File: src/rtl/seg7_pkg.sv
// Shared constants and helpers for the seg7 scan controller family:
// hex segment table, idle patterns and index-width helper.
package seg7_pkg;

   localparam int MAX_DIGITS = 8;

   localparam logic [6:0] SEG_OFF = 7'h7F;

   // Active-low {g,f,e,d,c,b,a}. The F glyph keeps the board's historical pattern.
   localparam logic [6:0] HEX_SEG [16] = '{
      7'b1000000,  // 0
      7'b1111001,  // 1
      7'b0100100,  // 2
      7'b0110000,  // 3
      7'b0011001,  // 4
      7'b0010010,  // 5
      7'b0000010,  // 6
      7'b1111000,  // 7
      7'b0000000,  // 8
      7'b0010000,  // 9
      7'b0001000,  // A
      7'b0000011,  // b
      7'b1000110,  // C
      7'b0100001,  // d
      7'b0000110,  // E
      7'b0001100   // F
   };

   // clog2 with a floor of 1 so single-entry counters still get a bit.
   function automatic int idx_width(input int n);
      return (n <= 2) ? 1 : $clog2(n);
   endfunction

   // All-anodes-off pattern for n digits, right-aligned in a MAX_DIGITS word.
   function automatic logic [MAX_DIGITS-1:0] an_off(input int n);
      logic [MAX_DIGITS-1:0] m;
      m = '0;
      for (int k = 0; k < MAX_DIGITS; k++) begin
         if (k < n) m[k] = 1'b1;
      end
      return m;
   endfunction

endpackage

File: src/rtl/seg7_hex_decode.sv
// Combinational hex nibble to active-low 7-segment lookup.
module seg7_hex_decode
   import seg7_pkg::*;
(
   input  logic [3:0] nibble,
   output logic [6:0] seg
);

   assign seg = HEX_SEG[nibble];

endmodule

File: src/rtl/seg7_scan_ctrl.sv
// Time-multiplexed hex 7-segment scanner with PWM dimming, ghosting guard and
// frame-synchronous input snapshot. Optional SEG7_LEADING_ZERO_BLANK_EN adds leading-zero suppression.
module seg7_scan_ctrl
   import seg7_pkg::*;
#(
   parameter int NUM_DIGITS = 4,
   parameter int SCAN_DIV   = 400000,
   parameter int BLANK_CYC  = 16,
   parameter int DIM_BITS   = 4
) (
   input  logic                    clk,
   input  logic                    rst,
   input  logic [4*NUM_DIGITS-1:0] digits_i,
   input  logic [NUM_DIGITS-1:0]   dp_i,
   input  logic [NUM_DIGITS-1:0]   blank_i,
   input  logic [DIM_BITS-1:0]     bright_i,
   output logic [NUM_DIGITS-1:0]   an,
   output logic [6:0]              seg,
   output logic                    dp,
   output logic                    frame_o
);

   localparam int IW = idx_width(NUM_DIGITS);
   localparam int PW = idx_width(SCAN_DIV);

   localparam logic [IW-1:0]         IDX_LAST    = IW'(NUM_DIGITS - 1);
   localparam logic [PW-1:0]         PRESC_LAST  = PW'(SCAN_DIV - 1);
   localparam logic [PW-1:0]         GUARD       = PW'(BLANK_CYC);
   localparam logic [MAX_DIGITS-1:0] AN_ALL      = an_off(NUM_DIGITS);
   localparam logic [NUM_DIGITS-1:0] AN_IDLE     = AN_ALL[NUM_DIGITS-1:0];
   localparam logic [DIM_BITS-1:0]   BRIGHT_FULL = '1;

   // scan state
   logic [PW-1:0]           presc;
   logic [IW-1:0]           idx;
   logic [DIM_BITS-1:0]     pwm_cnt;
   logic                    first_q;

   // frame shadow registers
   logic [4*NUM_DIGITS-1:0] sh_dig;
   logic [NUM_DIGITS-1:0]   sh_dp;
   logic [NUM_DIGITS-1:0]   sh_blank;

   // next-state and display path
   logic                    presc_wrap;
   logic                    frame_wrap;
   logic                    snap;
   logic [PW-1:0]           presc_nxt;
   logic [IW-1:0]           idx_nxt;
   logic [NUM_DIGITS-1:0]   blank_snap;
   logic [4*NUM_DIGITS-1:0] eff_dig;
   logic [NUM_DIGITS-1:0]   eff_dp;
   logic [NUM_DIGITS-1:0]   eff_blank;
   logic [3:0]              cur_nib;
   logic                    cur_dp;
   logic                    cur_blank;
   logic [NUM_DIGITS-1:0]   an_sel;
   logic                    pwm_on;
   logic                    lit;
   logic [6:0]              seg_dec;
   logic [NUM_DIGITS-1:0]   an_nxt;
   logic [6:0]              seg_nxt;
   logic                    dp_nxt;

   always_comb begin
      presc_wrap = (presc == PRESC_LAST);
      frame_wrap = presc_wrap && (idx == IDX_LAST);
      snap       = first_q || frame_wrap;
      presc_nxt  = presc_wrap ? '0 : presc + 1'b1;
      idx_nxt    = idx;
      if (presc_wrap) begin
         idx_nxt = (idx == IDX_LAST) ? '0 : idx + 1'b1;
      end
   end

   // Blank mask as it will be latched at the next snapshot.
   always_comb begin
      blank_snap = blank_i;
`ifdef SEG7_LEADING_ZERO_BLANK_EN
      begin : g_lz
         logic lz_run;
         lz_run = 1'b1;
         for (int k = NUM_DIGITS - 1; k >= 1; k--) begin
            if ((digits_i[4*k +: 4] != 4'h0) || dp_i[k]) lz_run = 1'b0;
            if (lz_run) blank_snap[k] = 1'b1;
         end
      end
`endif
   end

   // The very first cycle after reset shows the values being captured right now.
   always_comb begin
      eff_dig   = first_q ? digits_i   : sh_dig;
      eff_dp    = first_q ? dp_i       : sh_dp;
      eff_blank = first_q ? blank_snap : sh_blank;
   end

   always_comb begin
      cur_nib   = 4'h0;
      cur_dp    = 1'b0;
      cur_blank = 1'b1;
      an_sel    = AN_IDLE;
      for (int k = 0; k < NUM_DIGITS; k++) begin
         if (idx == IW'(k)) begin
            cur_nib   = eff_dig[4*k +: 4];
            cur_dp    = eff_dp[k];
            cur_blank = eff_blank[k];
            an_sel[k] = 1'b0;
         end
      end
   end

   seg7_hex_decode u_dec (
      .nibble (cur_nib),
      .seg    (seg_dec)
   );

   always_comb begin
      pwm_on  = (pwm_cnt < bright_i) || (bright_i == BRIGHT_FULL);
      lit     = (presc >= GUARD) && !cur_blank && pwm_on;
      an_nxt  = lit ? an_sel  : AN_IDLE;
      seg_nxt = lit ? seg_dec : SEG_OFF;
      dp_nxt  = lit ? ~cur_dp : 1'b1;
   end

   always_ff @(posedge clk) begin
      if (rst) begin
         presc    <= '0;
         idx      <= '0;
         pwm_cnt  <= '0;
         first_q  <= 1'b1;
         sh_dig   <= '0;
         sh_dp    <= '0;
         sh_blank <= '0;
         an       <= AN_IDLE;
         seg      <= SEG_OFF;
         dp       <= 1'b1;
         frame_o  <= 1'b0;
      end else begin
         presc   <= presc_nxt;
         idx     <= idx_nxt;
         pwm_cnt <= pwm_cnt + 1'b1;
         first_q <= 1'b0;
         if (snap) begin
            sh_dig   <= digits_i;
            sh_dp    <= dp_i;
            sh_blank <= blank_snap;
         end
         an      <= an_nxt;
         seg     <= seg_nxt;
         dp      <= dp_nxt;
         frame_o <= frame_wrap;
      end
   end

endmodule
File: config.mk
export PLATFORM = sky130hd
export DESIGN_NAME = seg7_scan_ctrl
export DESIGN_NICKNAME = d
export VERILOG_FILES = /design/src/rtl/seg7_pkg.sv /design/src/rtl/seg7_hex_decode.sv /design/src/rtl/seg7_scan_ctrl.sv
export SDC_FILE = /design/constraint.sdc
export NUM_CORES = 1
export LEC_CHECK = 0
export CAP_MARGIN = 10
export CELL_PAD_IN_SITES_DETAIL_PLACEMENT = 0
export CELL_PAD_IN_SITES_GLOBAL_PLACEMENT = 1
export CORE_MARGIN = 2
export CORE_UTILIZATION = 45
export CTS_BUF_LIST = sky130_fd_sc_hd__clkbuf_8 sky130_fd_sc_hd__clkbuf_16
export CTS_CLUSTER_SIZE = 10
export DETAILED_ROUTE_END_ITERATION = 12
export HOLD_SLACK_MARGIN = 0.12
export PLACE_DENSITY = 0.93
export SYNTH_ARGS = -nofsm -noshare
export SYNTH_HDL_FRONTEND = slang
export SYNTH_SLANG_ARGS = --single-unit
File: constraint.sdc
create_clock -name clk -period 6.68 [get_ports clk]
set_input_delay 2.004 -clock clk [delete_from_list [all_inputs] [get_ports clk]]
set_output_delay 2.004 -clock clk [all_outputs]
set_load 0.01 [all_outputs]
======== After elaboration in Yosys (flattened, before gate mapping) ========
Memories as Yosys holds them, arrays and structs flattened. A register that Yosys moved wholly into a read port is not among the register bits.
Index checks and enable logic that the tools add are counted.
operators by class
  bitwise gates (word level) .............. 3
  muxes and demuxes ....................... 21
  $lt $le $gt $ge ......................... 2
  reductions and logical operators ........ 9
  add/sub/neg operators ................... 3
  equal/unequal tests ..................... 5
operator list
  kind                     number
  $mux W4                  6
  $add A19 B1 Y19 const B  1
  $eq A19 B19 Y1 const B   1
  $ge A19 B5 Y1 const B    1
  $mux W16                 1
  $mux W1                  13
  $not A4 Y5               1
  $add A4 B1 Y4 const B    1
  $eq A2 B2 Y1 const B     2
  $eq A4 B4 Y1 const B     1
  $lt A4 B4 Y1             1
  $reduce_or A2 Y1         2
  $logic_and A1 B1 Y1      3
  $add A2 B1 Y2 const B    1
  $eq A2 B1 Y1 const B     1
  $logic_not A2 Y1         1
  $logic_or A1 B1 Y1       2
  $mux W2                  1
  $not A1 Y1               2
  $logic_not A1 Y1         1
word-level totals
  memories ................................ 1
  word-level logic and storage cells ...... 54
  bits of input ports ..................... 30
  memory bits (read-only) ................. 112
  bits in registers ....................... 56
memory list
  name              depth  width  rd ports  clocked after memory_dff  wr ports  line                  text
  (name not given)  16     7      1         1                         0         seg7_hex_decode.sv:9  assign seg = HEX_SEG[nibble];

======== Depth between registers and ports, before layout ========
Gate-level depths: netlist (run 1).
  word-level depth ........................ 10
  gate-level depth with buffers ........... 13
  gate-level depth less buffers ........... 11

======== Hierarchy ========
A second synthesis (run 1) with hierarchy kept.
second synthesis, totals
  cells, all modules ...................... 366
  area, all modules ....................... 3434.5 um2
by module, submodules not included
  module           area an instance (um2)  instances  cells an instance
  seg7_scan_ctrl   3145.5                  1          333
  seg7_hex_decode  289.0                   1          33

======== Worst setup path after synthesis (run 1) ========
No wires, ideal clock.
  path kind ............................... input -> register
  start point ............................. input digits_i[5]
  end point ............................... register seg[3]
  slack ................................... 3014 ps
  arrival ................................. 3533 ps
  setup time .............................. 133 ps
  buffers on the path ..................... 0
  stages on the path ...................... 8
  path through ............................ mux2_1 > a221o_1 > a22oi_2 > inv_2 > ha_1 > a21boi_0 > mux2i_1 > o2111ai_1
between the ends
  longest elaborated chain between the ends .. 5
RTL lines
  element                           line                   text
  from (decl)                       seg7_scan_ctrl.sv:13   input logic [4*NUM_DIGITS-1:0] digits_i,
  $mux W16                          seg7_scan_ctrl.sv:93   eff_dig = first_q ? digits_i : sh_dig;
  $mux W4 (3 in series)             seg7_scan_ctrl.sv:104  if (idx == IW'(k)) begin
  $not A4 Y5 (implied by the code)  seg7_hex_decode.sv:9
  to (decl)                         seg7_scan_ctrl.sv:18   output logic [6:0] seg,
No other way between the ends.
A chain may end at the register's enable or synchronous reset.

======== Worst setup path in the final report (run 1) ========
Same ends and word-level chain as after synthesis.

==> impl_metrics.toml, run 1 <==
[timing]
min_period_ps = 3944
rsz0062_at_grt = "false"
relSlewSlack = 0.5661
skew_ps = 8.340
slew_viol_final = 0
setup_violations = 0
hold_viol = 0
tns_ps = 0
tightest_slew_ps = 650.9
fin_crit_sh = 0.5904
max_freq_ghz = 0.2536

[layout]
n_antenna_cell = 0
finalInstanceArea_mm2 = 0.003824
multi_input_area_mm2 = 0.001743
drive_gt1_frac = 0.1093
syn_to_final_growth_pct = 18.77
final_nets = 417
fin_util = 0.5566
regArea_mm2 = 0.001261
n_fill_cell = 663

[critical_path]
worstReg2RegStart = "idx[1]$_SDFFE_PP0N_"
crit_path_max_incr_delay_ps = 420
worstPathArrival_ps = 4140
reg2reg_slack_ps = 4000
cp.required_ps = 6880
r2r-end = "seg[0]$_SDFF_PP1_"
path_cells = "clkdlybuf4s50_1 > mux2_1 > a221o_1 > a22oi_2 > inv_2 > ha_1 > a21boi_0 > mux2i_1 > o2111ai_1"
critical_path.top_delay_family = "compound AO/OA/AOI/OAI gates"
reg2reg_depth = 10
crit_fanout = 4
critical_path_class = "input port to register"
crit_slowest_cell = "clkdlybuf4s50_1"
cp-start-kind = "input port"
end_kind = "register"
worst-path-buf-inv = 2

[synth]
syn-num-nets = 379
synth_ff_type = "dfxtp_1"
synth.largest_area_cell = "dfxtp_1"
synth_seq_area_share = 0.3918
yosys_warnings = 0
postSynthAreaPerCell_um2 = 9.668
synth-edff-count = 0
synthCells = 333
async_reset_ff_frac = 0
synth_area_leaders = "dfxtp_1 39%, mux2i_1 12%, ha_1 6.2%"
syn_area_mm2 = 0.003219
synth_cell_types = 50
synth_top_area_share = 0.3918
synth_seq_cells = 63

[grt]
antenna_found_initial = 0
grt_pass1_wl_mm = 10.20
grt_pass1_vias = 2232
grt.overflow.total = 0
grt_max_degree = 36
grtUsageTotal = 0.1670

[placement]
io_buffers = 42
post_dp_cell_area_mm2 = 0.003627
place.gp.congestion = 0.8342
dp_hpwl_mm = 4.281

[cts]
cts-root-buf = "clkbuf_8"
cts_tree = "built"
clockBufferDepth = 2
post_cts_buffers = 0
numCtsBuffers = 9
numClockSinks = 63
cts_resized = 0
cts.reportedPaths.clkPinSlew_ps = 70
htreeDepth = 3
clk_latency_ps = 330
cts_hold_buf = 0

[worst_hold_path]
hold_path_class = "register to register"
hold_depth = 1
hold_end = "pwm_cnt[0]$_SDFF_PP0_"
hold_start = "pwm_cnt[0]$_SDFF_PP0_"

[floorplanning]
die_w_um = 88.58
initial_core_util = 0.4687
row_count = 30
die-area_mm2 = 0.007846
die_h_um = 88.58
top_level_ports = 43
core_mm2 = 0.006869

[drt]
dr_total_vias = 2425
drt_wl_total_mm = 6.272
dr.pass1.iters = 4
wire_per_inst_um = 13.32
drt_iter0_drc = 105
ant_nets = 0
drc_errors = 0
vias_per_cell = 5.149

[power]
power_density_mw_per_mm2 = 214.6
internal_power_uw = 625.7
power_frac_comb = 0.114
power_switching_uw = 194.7
switching_share = 0.2373
peakVddDrop_uv = 125.4
leakagePower_uw = 0.001575
pwr-share-seq = 0.482
clkPwrFrac = 0.404
total_power_uw = 820.4

[run]
drv_cap = 0

[outcome]
status = "finished, final reports clean"
-- placed cells by master, fill, tap and decap left out, types with 7 or more instances in the layout --
master and instances:
a21oi_1 7, clkbuf_8 11, clkdlybuf4s50_1 42, dfxtp_1 63, ha_1 16, inv_1 15, mux2_2 15, mux2i_1 37
nand2_1 19, nand3_1 8, nor2_1 51, nor3_1 8, xnor2_1 11, xor2_1 8
-- per-stage QoR --
step           std cells  worst slack (ps)  hold slack, ps
6_report             471              2736           457.4
5_1_grt              471              2596           479.0
4_1_cts              471              2740           469.1
3_5_place_dp         456              2418           454.5
3_3_place_gp         456              2455           445.3
2_1_floorplan        333              3014           425.2
-- cell usage after synthesis, types with 4 or more instances --
master	count
inv_1	15
and3_1	5
mux2_2	15
clkbuf_1	5
xnor2_1	11
dfxtp_1	63
nor2_1	51
nor3_1	8
xor2_1	8
nand2_1	19
buf_2	4
a21oi_1	7
mux2i_1	37
ha_1	16
nand3_1	8
-- cells by family (layout without fill, tap and decap cells) --
kind of cell | after synthesis | count (layout) | share of synthesized area
buffers and inverters | 34 | 76 | 0.06685
XOR/XNOR | 19 | 19 | 0.05169
AO/OA/AOI/OAI | 38 | 38 | 0.09483
multiplexers | 53 | 53 | 0.1710
AND/OR/NAND/NOR | 110 | 110 | 0.1617
adder cells (fa/ha/maj) | 16 | 16 | 0.06218
flip-flops | 63 | 63 | 0.3918
-- power by group through the flow --
stage	logic [µW]	clock network, µW	registers, µW
3_5_place_dp	92.9	0	404
5_1_grt	104	354	397
3_3_place_gp	91.8	0	403
4_1_cts	94.3	340	395
2_1_floorplan	68.0	0	402
6_report	93.5	332	395
-- sequential cells by signal, summed over array words and instances (netlist names) --
name      flops
sh_dp         4
presc        19
an            4
seg           7
sh_dig       16
first_q       1
pwm_cnt       4
sh_blank      4
dp            1
frame_o       1
idx           2
-- cell type report --
class,instances,area share
Clock buffer,11,0.03959
Inverter,16,0.01571
Tap cell,96,0.03141
Timing Repair Buffer,45,0.1158
Sequential cell,63,0.3298
Clock inverter,4,0.01178
Multi-Input combinational cell,236,0.4558
-- worst max path at each step --
stage	start	endpoint	slack (ps)	depth (start not counted)
after global routing	digits_i[5]	seg[3]$_SDFF_PP1_	2600	10
after CTS	digits_i[5]	seg[3]$_SDFF_PP1_	2740	9
after detailed placement	digits_i[5]	seg[3]$_SDFF_PP1_	2420	9
after global placement	digits_i[5]	seg[3]$_SDFF_PP1_	2450	9
after floorplan	digits_i[5]	seg[3]$_SDFF_PP1_	3010	8
final	digits_i[5]	seg[3]$_SDFF_PP1_	2740	9
-- metal layers --
layer | vias to the layer above | GRT usage | routed length (µm)
met4 | 0 | 0.06198 | 96
met5 | - | 0 | 0
met2 | 45 | 0.2707 | 2917
met3 | 10 | 0.03451 | 208
met1 | 1136 | 0.2200 | 3050
li1 | 1234 | - | -
(Power assumes the default switching activity.)
==> run 2: changes to the inputs <==
--- a/config.mk
+++ b/config.mk
@@ -9,12 +9,12 @@
 export CELL_PAD_IN_SITES_DETAIL_PLACEMENT = 0
 export CELL_PAD_IN_SITES_GLOBAL_PLACEMENT = 1
 export CORE_MARGIN = 2
-export CORE_UTILIZATION = 45
+export CORE_UTILIZATION = 42
 export CTS_BUF_LIST = sky130_fd_sc_hd__clkbuf_8 sky130_fd_sc_hd__clkbuf_16
 export CTS_CLUSTER_SIZE = 10
 export DETAILED_ROUTE_END_ITERATION = 12
 export HOLD_SLACK_MARGIN = 0.12
-export PLACE_DENSITY = 0.93
+export PLACE_DENSITY = 0.88
 export SYNTH_ARGS = -nofsm -noshare
 export SYNTH_HDL_FRONTEND = slang
 export SYNTH_SLANG_ARGS = --single-unit
==> constraint.sdc (replaced) <==
create_clock -name clk -period 3.8 [get_ports clk]
set_input_delay 1.14 -clock clk [delete_from_list [all_inputs] [get_ports clk]]
set_output_delay 1.14 -clock clk [all_outputs]
set_load 0.01 [all_outputs]
==> run 2 against run 1 <==
Critical endpoint unchanged. Critical path type unchanged. Wire length up 4.8%. Final area up 0.29%. Setup slack worse by 2000 ps. Utilization down 3.4 points. Sequential power up 76%. Power up 76%.
==> impl_metrics.toml, run 2 (synthesis results as in run 1) <==
[outcome]
status = "finished, final reports clean"

[layout]
n_fill_cell = 716
largest_register_ffs = 19
final_common_cell = "dfxtp_1"
layout_common_cells = "63 x dfxtp_1, 51 x nor2_1, 42 x clkdlybuf4s50_1"
drive_gt1_frac = 0.1117
largest-register = "presc"
reg_top3 = "presc: 19 flops, sh_dig: 16 flops, seg: 7 flops"
finalInstanceArea_mm2 = 0.003835
syn_to_final_growth_pct = 19.12
n_antenna_cell = 0
final_nets = 418

[worst_hold_path]
hold_start = "pwm_cnt[0]$_SDFF_PP0_"
hold_path_class = "register to register"
hold_end = "pwm_cnt[0]$_SDFF_PP0_"
hold_depth = 1

[cts]
cts_hold_buf = 0
numCtsBuffers = 9
htreeDepth = 3
post_cts_buffers = 0
cts.reportedPaths.clkPinSlew_ps = 70
numClockSinks = 63
cts_resized = 0
cts-root-buf = "clkbuf_8"
cts_tree = "built"
clk_latency_ps = 340
clockBufferDepth = 2

[floorplanning]
die-area_mm2 = 0.008381
initial_core_util = 0.4392
top_level_ports = 43
die_w_um = 91.55
core_mm2 = 0.007331
die_h_um = 91.55
row_count = 31

[placement]
place.gp.congestion = 0.7774
io_buffers = 42
pre_cts_ws_ps = 392.5
post_dp_cell_area_mm2 = 0.003638
dp_hpwl_mm = 4.560

[timing]
relSlewSlack = 0.5309
fin_crit_sh = 0.8024
tns_ps = 0
hold_ws_ps = 461.6
slew_viol_final = 0
setup_violations = 0
hold_viol = 0
skew_ps = 12.53
max_freq_ghz = 0.3279
tightest_slew_ps = 703.6
rsz0062_at_grt = "false"
setup_ws_ps = 750.7
min_period_ps = 3049

[grt]
grtUsageTotal = 0.1689
grt_max_degree = 25
grt_pass1_wl_mm = 11.36
antenna_found_initial = 0
grt_pass1_vias = 2434
grt.overflow.total = 0

[critical_path]
reg2reg_depth = 10
worstReg2RegStart = "idx[1]$_SDFFE_PP0N_"
critical_path_class = "input port to register"
end_kind = "register"
cp-start-kind = "input port"
reg2reg_slack_ps = 1070
r2r-end = "seg[0]$_SDFF_PP1_"
worstPathArrival_ps = 3260
cp.required_ps = 4010
crit_fanout = 4

[drt]
vias_per_cell = 5.076
drt_wl_total_mm = 6.575
drt_iter0_drc = 104
wire_per_inst_um = 13.84
ant_nets = 0
dr.pass1.iters = 5
drc_errors = 0
dr_total_vias = 2411

[power]
total_power_uw = 1441
leakagePower_uw = 0.001580
peakVddDrop_uv = 248.6
power_density_mw_per_mm2 = 375.7

[run]
drv_cap = 0
## run 2: cell types whose count changed in the layout (fill, tap and decap cells not counted)
cell	delta
buf_4	+1
## run 2: worst max path at each step
| stage | start | to | slack, ps | cells past startpoint |
|---|---|---|---|---|
| after floorplan | digits_i[5] | seg[3]$_SDFF_PP1_ | 1000 | 8 |
| after global placement | digits_i[5] | seg[3]$_SDFF_PP1_ | 430 | 9 |
| after detailed placement | digits_i[5] | seg[3]$_SDFF_PP1_ | 390 | 9 |
| after CTS | digits_i[5] | seg[3]$_SDFF_PP1_ | 760 | 9 |
| after global routing | digits_i[5] | seg[3]$_SDFF_PP1_ | 620 | 9 |
| final | digits_i[5] | seg[3]$_SDFF_PP1_ | 750 | 9 |
## run 2: metrics by stage
stage | util | instances
2_1_floorplan | - | 333
3_3_place_gp | 0.4963 | 460
3_5_place_dp | 0.4963 | 460
4_1_cts | 0.5231 | 475
5_1_grt | 0.5231 | 475
6_report | 0.5231 | 475
## run 2: area by class of cell
cell class / instances / area, µm² / share of cell area
multi-input combinational: 236 / 1743 / 0.4545
sequential: 63 / 1261 / 0.3289
timing repair buffer: 46 / 450.4 / 0.1175
clock buffer: 11 / 151.4 / 0.03948
tap: 99 / 123.9 / 0.03230
inverter: 16 / 60.06 / 0.01566
clock inverter: 4 / 45.04 / 0.01175
## run 2: worst max-delay path, stage by stage
cell             delay (ps)
clkdlybuf4s50_1         420
mux2_1                  300
a221o_1                 390
a22oi_2                 260
inv_2                   110
ha_1                    230
a21boi_0                130
mux2i_1                 150
o2111ai_1               120
## run 2: routing by layer
layer,up-vias,global-route usage,routed length [µm]
met5,-,0,0
met4,0,0.04672,74
met3,6,0.05643,303
met2,46,0.2696,3088
met1,1128,0.2175,3108
li1,1231,-,-
## run 2: where the power goes
group | internal [µW] | switching, µW
registers | 682 | 13.7
clock network | 331 | 248
logic | 87.4 | 78.8
